==> src/rtl/cpu16_pkg.sv <==
// Shared types and constants for the 16-bit CPU operand-entry path.
package cpu16_pkg;

  typedef enum logic [1:0] {
    IDLE   = 2'd0,
    CONV   = 2'd1,
    FINISH = 2'd2
  } state_t;

  localparam int          NUM_DIGITS = 5;
  localparam int          ACC_W      = 18;
  localparam logic [16:0] POS_LIMIT  = 17'd32767;
  localparam logic [16:0] NEG_LIMIT  = 17'd32768;

  // A BCD digit is only meaningful in the range 0..9.
  function automatic logic is_bad_digit(input logic [3:0] digit);
    return digit > 4'd9;
  endfunction

endpackage

==> src/rtl/bcd_to_bin16_if.sv <==
// Operand-entry bus: start/done handshake, sign + five BCD digits in,
// signed 16-bit result and status flags out.
interface bcd_to_bin16_if;

  logic        start;
  logic        negative;
  logic [3:0]  bcd_digit0;
  logic [3:0]  bcd_digit1;
  logic [3:0]  bcd_digit2;
  logic [3:0]  bcd_digit3;
  logic [3:0]  bcd_digit4;
  logic        ready;
  logic        done;
  logic [15:0] result;
  logic        overflow;
  logic        invalid;

  modport master (
    output start, negative,
    output bcd_digit0, bcd_digit1, bcd_digit2, bcd_digit3, bcd_digit4,
    input  ready, done, result, overflow, invalid
  );

  modport slave (
    input  start, negative,
    input  bcd_digit0, bcd_digit1, bcd_digit2, bcd_digit3, bcd_digit4,
    output ready, done, result, overflow, invalid
  );

endinterface

==> src/rtl/bcd_mac10.sv <==
// One Horner step: acc_next = acc*10 + digit, with the multiply done as
// (acc<<3)+(acc<<1). The accumulator is wide enough for five digits of 15.
module bcd_mac10
  import cpu16_pkg::*;
(
  input  logic [ACC_W-1:0] acc,
  input  logic [3:0]       digit,
  output logic [ACC_W-1:0] acc_next
);

  assign acc_next = (acc << 3) + (acc << 1) + {{(ACC_W-4){1'b0}}, digit};

endmodule

==> src/rtl/bcd_to_bin16.sv <==
// Sign + five BCD digits to signed 16-bit two's complement, one digit per
// clock, most-significant digit first.
// Optional macro BCD_DIGIT_CHECK_EN: when defined, digits above 9 raise
// 'invalid' and force a zero result; otherwise they accumulate at face value.
module bcd_to_bin16
  import cpu16_pkg::*;
#(
  parameter bit SATURATE = 1'b1
) (
  input  logic           clk,
  input  logic           reset,
  bcd_to_bin16_if.slave  bus
);

  state_t            state;
  state_t            state_next;
  logic [ACC_W-1:0]  acc;
  logic [ACC_W-1:0]  acc_step;
  logic [2:0]        count;
  logic              neg_held;
  logic [3:0]        held [NUM_DIGITS];
  logic [3:0]        cur_digit;
  logic              capture;
  logic              bad;
  logic [ACC_W-1:0]  limit;
  logic [15:0]       wrapped;
  logic [15:0]       fin_result;
  logic              fin_overflow;
  logic              done_q;
  logic [15:0]       result_q;
  logic              overflow_q;

  assign capture   = (state == IDLE) && bus.start;
  assign cur_digit = held[count];

  bcd_mac10 u_mac (
    .acc      (acc),
    .digit    (cur_digit),
    .acc_next (acc_step)
  );

  // State register.
  always_ff @(posedge clk) begin
    // NOTE: sequential state uses non-blocking assignments so every register
    // samples the pre-edge values, independent of block ordering.
    if (reset) state <= IDLE;
    else       state <= state_next;
  end

  // Next-state logic.
  always_comb begin
    // NOTE: the default assignment first keeps this block free of latches.
    state_next = state;
    unique case (state)
      IDLE:    if (bus.start) state_next = CONV;
      CONV:    if (count == 3'd0) state_next = FINISH;
      FINISH:  state_next = IDLE;
      default: state_next = IDLE;
    endcase
  end

  // Digit holding registers, loaded on the accepted start.
  always_ff @(posedge clk) begin
    // NOTE: these have no reset; they are always written on capture before
    // anything reads them, so a reset would only add fan-out.
    if (capture) begin
      held[0] <= bus.bcd_digit0;
      held[1] <= bus.bcd_digit1;
      held[2] <= bus.bcd_digit2;
      held[3] <= bus.bcd_digit3;
      held[4] <= bus.bcd_digit4;
    end
  end

`ifdef BCD_DIGIT_CHECK_EN
  logic invalid_q;

  // Any held digit outside 0..9 invalidates the conversion.
  always_comb begin
    bad = 1'b0;
    for (int i = 0; i < NUM_DIGITS; i++) bad = bad | is_bad_digit(held[i]);
  end

  // Sticky invalid flag, refreshed only when a result is published.
  always_ff @(posedge clk) begin
    if (reset)                 invalid_q <= 1'b0;
    else if (state == FINISH)  invalid_q <= bad;
  end

  assign bus.invalid = invalid_q;
`else
  assign bad         = 1'b0;
  assign bus.invalid = 1'b0;
`endif

  assign limit   = neg_held ? {{(ACC_W-17){1'b0}}, NEG_LIMIT}
                            : {{(ACC_W-17){1'b0}}, POS_LIMIT};
  // Low 16 bits of -acc only depend on the low 16 bits of acc.
  assign wrapped = neg_held ? (~acc[15:0] + 16'd1) : acc[15:0];

  // Range check and result selection for the FINISH cycle.
  always_comb begin
    fin_result   = 16'h0000;
    fin_overflow = 1'b0;
    if (!bad) begin
      if (acc > limit) begin
        fin_overflow = 1'b1;
        if (SATURATE) fin_result = neg_held ? 16'h8000 : 16'h7FFF;
        else          fin_result = wrapped;
      end else begin
        fin_result = wrapped;
      end
    end
  end

  // Accumulator, digit counter and published outputs.
  always_ff @(posedge clk) begin
    if (reset) begin
      acc        <= '0;
      count      <= 3'd0;
      neg_held   <= 1'b0;
      done_q     <= 1'b0;
      result_q   <= 16'h0000;
      overflow_q <= 1'b0;
    end else begin
      done_q <= 1'b0;
      unique case (state)
        IDLE: begin
          if (bus.start) begin
            neg_held <= bus.negative;
            acc      <= '0;
            count    <= 3'(NUM_DIGITS - 1);
          end
        end
        CONV: begin
          acc   <= acc_step;
          count <= count - 3'd1;
        end
        FINISH: begin
          result_q   <= fin_result;
          overflow_q <= fin_overflow;
          done_q     <= 1'b1;
        end
        default: ;
      endcase
    end
  end

  assign bus.ready    = (state == IDLE);
  assign bus.done     = done_q;
  assign bus.result   = result_q;
  assign bus.overflow = overflow_q;

endmodule

==> src/flat_wrapper.sv <==
// flat-port wrapper written by rule: the top's interface ports become plain ports
module bcd_to_bin16_flat import cpu16_pkg::*;
#(
  parameter bit SATURATE = 1'b1
)
  (clk, reset, bus_start, bus_negative, bus_bcd_digit0, bus_bcd_digit1, bus_bcd_digit2, bus_bcd_digit3, bus_bcd_digit4, bus_ready, bus_done, bus_result, bus_overflow, bus_invalid);
  bcd_to_bin16_if bus_i ();
  input  logic clk;
  input  logic reset;
  input wire logic [$bits(bus_i.start)-1:0] bus_start;
  input wire logic [$bits(bus_i.negative)-1:0] bus_negative;
  input wire logic [$bits(bus_i.bcd_digit0)-1:0] bus_bcd_digit0;
  input wire logic [$bits(bus_i.bcd_digit1)-1:0] bus_bcd_digit1;
  input wire logic [$bits(bus_i.bcd_digit2)-1:0] bus_bcd_digit2;
  input wire logic [$bits(bus_i.bcd_digit3)-1:0] bus_bcd_digit3;
  input wire logic [$bits(bus_i.bcd_digit4)-1:0] bus_bcd_digit4;
  output wire logic [$bits(bus_i.ready)-1:0] bus_ready;
  output wire logic [$bits(bus_i.done)-1:0] bus_done;
  output wire logic [$bits(bus_i.result)-1:0] bus_result;
  output wire logic [$bits(bus_i.overflow)-1:0] bus_overflow;
  output wire logic [$bits(bus_i.invalid)-1:0] bus_invalid;
  assign bus_i.start = bus_start;
  assign bus_i.negative = bus_negative;
  assign bus_i.bcd_digit0 = bus_bcd_digit0;
  assign bus_i.bcd_digit1 = bus_bcd_digit1;
  assign bus_i.bcd_digit2 = bus_bcd_digit2;
  assign bus_i.bcd_digit3 = bus_bcd_digit3;
  assign bus_i.bcd_digit4 = bus_bcd_digit4;
  assign bus_ready = bus_i.ready;
  assign bus_done = bus_i.done;
  assign bus_result = bus_i.result;
  assign bus_overflow = bus_i.overflow;
  assign bus_invalid = bus_i.invalid;
  bcd_to_bin16 #(.SATURATE(SATURATE)) u_core (.clk(clk), .reset(reset), .bus(bus_i));
endmodule
==> config.mk <==
export PLATFORM = sky130hd
export DESIGN_NAME = bcd_to_bin16_flat
export DESIGN_NICKNAME = d
export VERILOG_FILES = /design/src/rtl/cpu16_pkg.sv /design/src/rtl/bcd_to_bin16_if.sv /design/src/rtl/bcd_mac10.sv /design/src/rtl/bcd_to_bin16.sv /design/src/flat_wrapper.sv
export SDC_FILE = /design/constraint.sdc
export NUM_CORES = 1
export LEC_CHECK = 0
export CAP_MARGIN = 20
export CELL_PAD_IN_SITES_DETAIL_PLACEMENT = 0
export CELL_PAD_IN_SITES_GLOBAL_PLACEMENT = 1
export CORE_ASPECT_RATIO = 1.25
export CORE_MARGIN = 2
export CORE_UTILIZATION = 47
export CTS_BUF_LIST = sky130_fd_sc_hd__clkbuf_16
export CTS_CLUSTER_SIZE = 8
export DETAILED_ROUTE_END_ITERATION = 8
export PLACE_DENSITY = 0.84
export REMOVE_ABC_BUFFERS = 1
export SLEW_MARGIN = 20
export SYNTH_ARGS = -nofsm -noshare
export SYNTH_HDL_FRONTEND = slang
export SYNTH_SLANG_ARGS = --single-unit
==> constraint.sdc <==
create_clock -name clk -period 6.6 [get_ports clk]
set_clock_uncertainty 0.15 [all_clocks]
set_input_delay 0.66 -clock clk [delete_from_list [all_inputs] [get_ports clk]]
set_output_delay 0.66 -clock clk [all_outputs]
set_load 0.01 [all_outputs]
# Word level (Yosys, flattened, before mapping)
# Memory sizes are Yosys's and may differ from the RTL's. A register that Yosys moved wholly into a read port is not among the register bits.
# Cells that the tools add are included.
[totals]
ff_bits = 42
mem_bits_rw = 20
in_bits = 24
word_cells = 42
mem_count = 1
[memory_table]
columns = ["name", "depth", "word_bits", "read_ports", "rd_clocked_by_memory_dff", "wr", "line", "rtl"]
rows = [
  ["u_core.held", 5, 4, 1, 1, 5, "bcd_to_bin16.sv:21", "logic [3:0] held [NUM_DIGITS];"],
]
[op_classes]
addsub = 4
magnitude_cmp = 1
eq_ne = 4
mux = 17
bitwise_logic = 1
n_reduce_logical = 7
[ops]
columns = ["operator", "count"]
rows = [
  ["16-bit 2-to-1 mux", 4],
  ["18-bit one-hot mux with 2 select lines", 1],
  ["18-bit adder", 1],
  ["18-bit by 4-bit adder with 18-bit output", 1],
  ["18-bit > comparator", 1],
  ["18-bit 2-to-1 mux", 1],
  ["16-bit by 1-bit adder with 16-bit output (second input constant)", 1],
  ["16-bit NOT", 1],
  ["3-bit 2-to-1 mux", 3],
  ["3-bit one-hot mux with 2 select lines", 1],
  ["2-bit AND reduction", 3],
  ["1-bit 2-to-1 mux", 4],
  ["2-bit 2-to-1 mux", 2],
  ["2-bit one-hot mux with 2 select lines", 1],
  ["3-bit zero test", 1],
  ["3-bit by 1-bit subtractor with 3-bit output (second input constant)", 1],
  ["2-bit by 1-bit == test with 1-bit output (second input constant)", 1],
  ["2-bit == test (second input constant)", 1],
  ["2-bit zero test", 1],
  ["2-bit by 1-bit != test with 1-bit output (second input constant)", 1],
  ["2-bit != test (second input constant)", 1],
  ["2-bit nonzero test", 1],
  ["1-bit logical AND", 1],
]

# Logic depth before layout (Yosys ltp)
# Gate-level depths: netlist (run 1).
[logic_depth]
depth_word = 5
depth_mapped = 13

# Modules after synthesis
# From an unflattened synthesis (run 1), not the netlist that was laid out.
[hier_totals]
cells_unflattened = 370
area_unflattened_um2 = 3932.5
[by_module_without_submodules]
columns = ["module", "instances", "cells_per_inst", "area_each_um2", "seq_area_each_um2"]
rows = [
  ["bcd_to_bin16", 1, 266, 3052.9, 1501.4],
  ["bcd_mac10", 1, 104, 879.6, 0.0],
]

# Least setup slack after synthesis (run 1)
# Ideal clock, no wire load.
[synth_timing]
kind = "flip-flop to flip-flop"
startpoint = "reg with a tool-made name"
endpoint = "reg u_core.acc[16]"
setup_ps = 117
arrival_ps = 3397
setup_slack_ps = 2936
path_stages_with_launch = 14
n_path_buf = 0
synth_period_minus_slack_ps = 3664
path_cell_list = "dfxtp_1 -> mux4_2 -> mux2_2 -> ha_1 -> ha_1 -> inv_1 -> fa_1 -> nor2b_1 -> o21ai_0 -> a21boi_0 -> o21ai_0 -> o311ai_0 -> xor2_1 -> a22o_1"
[synth_lines]
columns = ["element", "line", "rtl"]
rows = [
  ["end signal: assignment", "bcd_to_bin16.sv:136", "acc <= acc_step;"],
  ["end: declaration", "bcd_to_bin16.sv:17", "logic [ACC_W-1:0] acc;"],
]

==> results of run 1 <==
-- layout make-up --
cell class              count  area [sq um]  share of cell area, %
well taps                  97           121                   2.56
clock inverters             7          47.5                   1.00
flip-flops and latches     65          1500                   31.6
multi-input cells         325          2320                   48.9
repair buffers             47           458                   9.65
inverters                  19          71.3                   1.50
clock buffers               9           225                   4.75
-- metal layers --
metal | global-route usage [%] | up-vias | wire length [um]
li1 | - | 1662 | -
met3 | 4.77 | 27 | 309
met2 | 36.3 | 79 | 4620
met4 | 11.2 | 0 | 305
met1 | 22.5 | 1584 | 3780
met5 | 0 | - | 0
-- power by group --
| part | total (mW) | internal (mW) | leakage [nW] | switching [mW] |
|---|---|---|---|---|
| Clock | 0.437 | 0.253 | 0.133 | 0.184 |
| Combinational | 0.178 | 0.0826 | 1.29 | 0.0950 |
| Sequential | 0.457 | 0.438 | 0.557 | 0.0191 |
| Total | 1.07 | 0.774 | 1.98 | 0.298 |
-- cells by family (layout without fill, tap and decap cells) --
| logic type | after synthesis | in the layout | share of synthesized area, % |
|---|---|---|---|
| compound gates | 115 | 115 | 19.0 |
| fa+ha+maj | 51 | 51 | 16.5 |
| other cells | 1 | 1 | 0.0948 |
| xor+xnor | 14 | 14 | 3.10 |
| buf+inv | 35 | 82 | 3.42 |
| mux | 9 | 9 | 3.64 |
| flops | 65 | 65 | 38.0 |
| simple gates | 135 | 135 | 16.3 |
-- sequential cells by signal, indices dropped and copies added, names as in the netlist, named ones only --
name                 cells
u_core.held             20
u_core.acc              18
u_core.bus.result       16
u_core.count             3
u_core.state             2
u_core.bus.done          1
u_core.bus.overflow      1
u_core.neg_held          1
-- placed cells by master (no fill, tap or decap), types with 14 or more instances in the layout --
master and count:
clkdlybuf4s50_1 42, a21oi_1 39, ha_1 49, nor2_1 47
nand2_1 29, dfxtp_1 45, nand3_1 14, o21ai_0 19
inv_1 20, edfxtp_1 20
-- stage by stage --
| stage | cells | area, sq um | hold slack, ns |
|---|---|---|---|
| final | 569 | 4740 | 0.298 |
| after global routing | 569 | 4740 | 0.338 |
| after CTS | 569 | 4740 | 0.301 |
| after detailed placement | 553 | 4470 | 0.294 |
| after global placement | 553 | 4470 | 0.286 |
| after floorplan | 409 | 3890 | 0.291 |
-- how the worst max path moves through the flow --
stage                          startpoint                     to  slack (ns)  cells past startpoint
final                                flop         u_core.acc[16]        2.57                     13
after global routing                 flop         u_core.acc[16]        2.23                     13
after CTS                            flop         u_core.acc[16]        2.57                     13
after detailed placement             flop         u_core.acc[16]        2.59                     13
after global placement               flop         u_core.acc[16]        2.71                     13
after floorplan           u_core.neg_held  u_core.bus.result[15]        2.50                      9
-- critical path: stages (launching register included) --
cell and delay, ns:
dfxtp_1 0.47, mux4_2 0.53, mux2_2 0.27, ha_1 0.28, ha_1 0.18, inv_1 0.06, fa_1 0.41, nor2b_1 0.12
o21ai_0 0.09, a21boi_0 0.40, o21ai_0 0.23, o311ai_0 0.42, xor2_1 0.12, a22o_1 0.21
==> impl_metrics.env, run 1 <==
export IMPL_drv_cap=0
export IMPL_ioPinCount=44
export IMPL_worst_r2r_endpoint="u_core.acc[16]"
export IMPL_clk_pin_slew_worst_paths_ns=0.06
export IMPL_drive_gt1_share_pct=6.78
export IMPL_overflow=0
export IMPL_p_leak_nw=1.98
export IMPL_outcome="finished, final reports clean"
export IMPL_start_util_pct=48.3
export IMPL_yosysWarnings=0
export IMPL_ir_worst_vdd_mv=0.178
export IMPL_crit_type="flop to flop"
export IMPL_synth_area_top_cells="dfxtp_1 23%, ha_1 15%, edfxtp_1 15%"
export IMPL_cp_max_fo=4
export IMPL_tightest_slew_ns=0.836
export IMPL_hp_start="u_core.bus.result[10]"
export IMPL_total_power_mw=1.07
export IMPL_wl_per_cell_um=15.8
export IMPL_syn_area_sq_um=3960
export IMPL_dp_slack_ns=2.59
export IMPL_yosysSeqAreaShare_pct=38.0
export IMPL_floorplan_die_area_sq_um=9170
export IMPL_drc=0
export IMPL_worstSkewPairLatency_ns=0.33
export IMPL_firstDrtPassIters=4
export IMPL_hold_path_depth=2
export IMPL_fin_util_pct=57.9
export IMPL_min_period_ns=4.03
export IMPL_setup_ws_ns=2.57
export IMPL_numPortBuffers=42
export IMPL_n_fill_cell=731
export IMPL_syn_inst=425
export IMPL_async_flop_share_pct=0
export IMPL_synth_area_per_cell_sq_um=9.31
export IMPL_core_area_sq_um=8190
export IMPL_drt_iter0_drc=126
export IMPL_holdPathEnd="u_core.bus.result[10]"
export IMPL_grt_pass1_vias=3319
export IMPL_fin_nets=542
export IMPL_routed_wl_um=9010
export IMPL_rsz0062_at_grt="false"
export IMPL_cts_setup_buffers=0
export IMPL_routed_via_count=3352
export IMPL_period_share_pct=61.0
export IMPL_rows=37
export IMPL_antenna_found_initial=0
export IMPL_die_y_um=107
export IMPL_drtAntennaViolNets=0
export IMPL_max_freq_ghz=0.248
export IMPL_synthDistinctLibCells=56
export IMPL_setup_viol=0
export IMPL_hold_path_class="flop to flop"
export IMPL_syn_to_final_growth_pct=19.9
export IMPL_tns_ns=0
export IMPL_reg2reg_depth=13
export IMPL_h_tree_depth=3
export IMPL_fp_dieW_um=86.1
export IMPL_synthFlopType="dfxtp_1"
export IMPL_cts_resized=0
export IMPL_cts_buffers=9
export IMPL_drv_slew=0
export IMPL_critPathArrivalTime_ns=4.10
export IMPL_yosysTopAreaCellShare_pct=22.8
export IMPL_power_density_nw_per_um2=226
export IMPL_end_kind="flop"
export IMPL_synth_seq_cells=65
export IMPL_synth_edf_count=20
export IMPL_cts_sinks=65
export IMPL_synthTopCellsByCount="49 x ha_1, 47 x nor2_1, 45 x dfxtp_1"
export IMPL_synth_area_leader_cell="dfxtp_1"
export IMPL_grt_usage_pct=20.6
export IMPL_grt_max_degree=39
export IMPL_clockRootBuffer="clkbuf_16"
export IMPL_r2r_setup_slack_ns=2.57
export IMPL_globalplace_congestion=0.832
export IMPL_viasPerCell=5.89
export IMPL_slew_headroom_pct=43.8
export IMPL_synth_most_common_cell="ha_1"
export IMPL_cts_tree="built"
export IMPL_startpoint_type="flop"
export IMPL_diodes=0
export IMPL_cts_buffer_depth=2
export IMPL_cp_data_required_time_ns=6.68
export IMPL_hold_viol_final=0
export IMPL_grt_pass1_wl_um=14700
export IMPL_ctsHoldBuffers=0
export IMPL_hpwl_um=6690
(Power assumes the default switching activity.)
==> inputs of run 2 (changes only) <==
--- a/config.mk
+++ b/config.mk
@@ -10,11 +10,11 @@
 export CELL_PAD_IN_SITES_GLOBAL_PLACEMENT = 1
 export CORE_ASPECT_RATIO = 1.25
 export CORE_MARGIN = 2
-export CORE_UTILIZATION = 47
+export CORE_UTILIZATION = 39
 export CTS_BUF_LIST = sky130_fd_sc_hd__clkbuf_16
 export CTS_CLUSTER_SIZE = 8
 export DETAILED_ROUTE_END_ITERATION = 8
-export PLACE_DENSITY = 0.84
+export PLACE_DENSITY = 0.75
 export REMOVE_ABC_BUFFERS = 1
 export SLEW_MARGIN = 20
 export SYNTH_ARGS = -nofsm -noshare
==> constraint.sdc (replaced) <==
create_clock -name clk -period 3.5 [get_ports clk]
set_clock_uncertainty 0.15 [all_clocks]
set_input_delay 0.35 -clock clk [delete_from_list [all_inputs] [get_ports clk]]
set_output_delay 0.35 -clock clk [all_outputs]
set_load 0.01 [all_outputs]
==> run 2 against run 1 <==
  * Worst hold slack got worse by 0.0024 ns
  * Routed wire length up 9.8%
  * Worst setup slack got worse by 2.5 ns
  * Sequential cell count did not move
  * Critical path depth is 1 higher
  * Final cell count grew 8.4%
  * Non-clock buffer count is 16 higher
  * Die area grew 20%
  * Fmax up 18%
==> impl_metrics.env, run 2 (synthesis results as in run 1) <==
export IMPL_grt_busiest_layer="met2"
export IMPL_antenna_found_initial=0
export IMPL_hpwl_um=7130
export IMPL_ioPinCount=44
export IMPL_largest_reg_flops=20
export IMPL_drv_cap=0
export IMPL_cp_buffers_inverters=2
export IMPL_drv_slew=0
export IMPL_firstDrtPassIters=4
export IMPL_worst_path_stages=14
export IMPL_period_share_pct=97.3
export IMPL_cpLargestDelayFamily="compound AO/OA/AOI/OAI gates"
export IMPL_outcome="finished, final reports clean"
export IMPL_crit_type="flop to flop"
export IMPL_globalplace_congestion=0.910
export IMPL_fin_util_pct=50.5
export IMPL_crit_path_frequent_cell="ha_4"
export IMPL_tightest_slew_ns=0.782
export IMPL_p_leak_nw=2.09
export IMPL_ctsHoldBuffers=0
export IMPL_grt_pass1_wl_um=15900
export IMPL_clk_pin_slew_worst_paths_ns=0.06
export IMPL_drc=0
export IMPL_clockRootBuffer="clkbuf_16"
export IMPL_rows=41
export IMPL_grt_pass1_vias=3312
export IMPL_ff_latch_area_sq_um=1510
export IMPL_ir_worst_vdd_mv=0.280
export IMPL_n_fill_cell=937
export IMPL_critPathArrivalTime_ns=3.48
export IMPL_overflow=0
export IMPL_floorplan_die_area_sq_um=11000
export IMPL_final_cell_mix="47 x nor2_1, 47 x ha_1, 43 x dfxtp_1"
export IMPL_drive_gt1_share_pct=13.3
export IMPL_regMostFlops="u_core.held"
export IMPL_total_power_mw=2.20
export IMPL_grt_max_degree=30
export IMPL_routed_wl_um=9890
export IMPL_drt_iter0_drc=166
export IMPL_fin_nets=558
export IMPL_grtUsageMet2_pct=34.8
export IMPL_min_period_ns=3.41
export IMPL_diodes=0
export IMPL_grt_usage_pct=19.0
export IMPL_setup_viol=0
export IMPL_grtUsageMet1_pct=21.3
export IMPL_syn_to_final_growth_pct=27.7
export IMPL_path_cells="mux4_2 > mux2_4 > ha_4 > ha_4 > inv_2 > fa_2 > nor2b_2 > o21ai_2 > a21boi_2 > buf_4 > o2111ai_4 > a31oi_2 > xor2_1 > a22o_1"
export IMPL_rsz0062_at_grt="true"
export IMPL_cp_max_fo=3
export IMPL_crit_path_max_incr_delay_ns=0.48
export IMPL_max_freq_ghz=0.294
export IMPL_dp_slack_ns=-0.140
export IMPL_cts_sinks=65
export IMPL_cp_data_required_time_ns=3.57
export IMPL_drtAntennaViolNets=0
export IMPL_worstSkewPairLatency_ns=0.33
export IMPL_startpoint_type="flop"
export IMPL_cts_buffer_depth=2
export IMPL_cp_slowest_cell="mux4_2"
export IMPL_multi_input_area_sq_um=2420
export IMPL_wl_per_cell_um=16.0
export IMPL_hold_viol_final=0
export IMPL_setup_ws_ns=0.0932
export IMPL_routed_via_count=3423
export IMPL_die_y_um=117
export IMPL_slew_headroom_pct=47.8
export IMPL_power_density_nw_per_um2=436
export IMPL_reg2reg_depth=14
export IMPL_grtUsageMet3_pct=5.29
export IMPL_viasPerCell=5.55
export IMPL_core_area_sq_um=10000
export IMPL_fp_dieW_um=94.1
export IMPL_hold_path_class="flop to flop"
export IMPL_numPortBuffers=42
export IMPL_start_util_pct=39.5
export IMPL_cts_buffers=9
export IMPL_hold_path_depth=2
export IMPL_end_kind="flop"
export IMPL_cts_tree="built"
export IMPL_h_tree_depth=3
## run 2: layout make-up
type | instances | area share [%]
Multi-Input combinational cell | 325 | 47.9
Sequential cell | 65 | 29.8
Timing Repair Buffer | 63 | 11.4
Clock buffer | 9 | 4.46
Tap cell | 129 | 3.20
Clock inverter | 7 | 1.73
Inverter | 19 | 1.41
## run 2: per-layer routing
metal | vias up | wire length [um] | part of all wire, %
li1 | 1703 | - | -
met1 | 1628 | 4230 | 43
met2 | 72 | 5080 | 51
met3 | 20 | 319 | 3.2
met4 | 0 | 259 | 2.6
met5 | - | 0 | 0
## run 2: power breakdown
| part | internal [mW] | switching, mW |
|---|---|---|
| Combinational | 0.178 | 0.194 |
| Clock | 0.617 | 0.348 |
| Sequential | 0.827 | 0.0356 |
## run 2: path summary, 6_finish.rpt
path,endpoint,slack (ns),startpoint
worst min register to register,u_core.bus.result[9],0.30,u_core.bus.result[9]
worst max register to register,u_core.acc[14],0.09,flop
worst min-delay path,u_core.bus.result[9],0.30,u_core.bus.result[9]
worst max-delay path,u_core.acc[14],0.09,flop
## run 2: tightest hold or removal path, stage by stage (launching register included)
cell     delay [ns]
dfxtp_1        0.31
nand2_1        0.05
nand2_1        0.04
## run 2: metrics by stage
stage / instance area (sq um) / setup TNS (ns) / cells / hold WS [ns]
after global routing: 5050 / -0.0436 / 617 / 0.317
after CTS: 4940 / 0 / 616 / 0.296
after detailed placement: 4620 / -0.305 / 600 / 0.288
final: 5050 / 0 / 617 / 0.296
after floorplan: 3890 / -5.32 / 409 / 0.265
after global placement: 4620 / -0.150 / 600 / 0.285
## run 2: repair_timing
item,CTS,global route
setup buffers,0,1
endpoints found under the setup margin,4,13
gates resized for setup,3,24
pin swaps,2,6
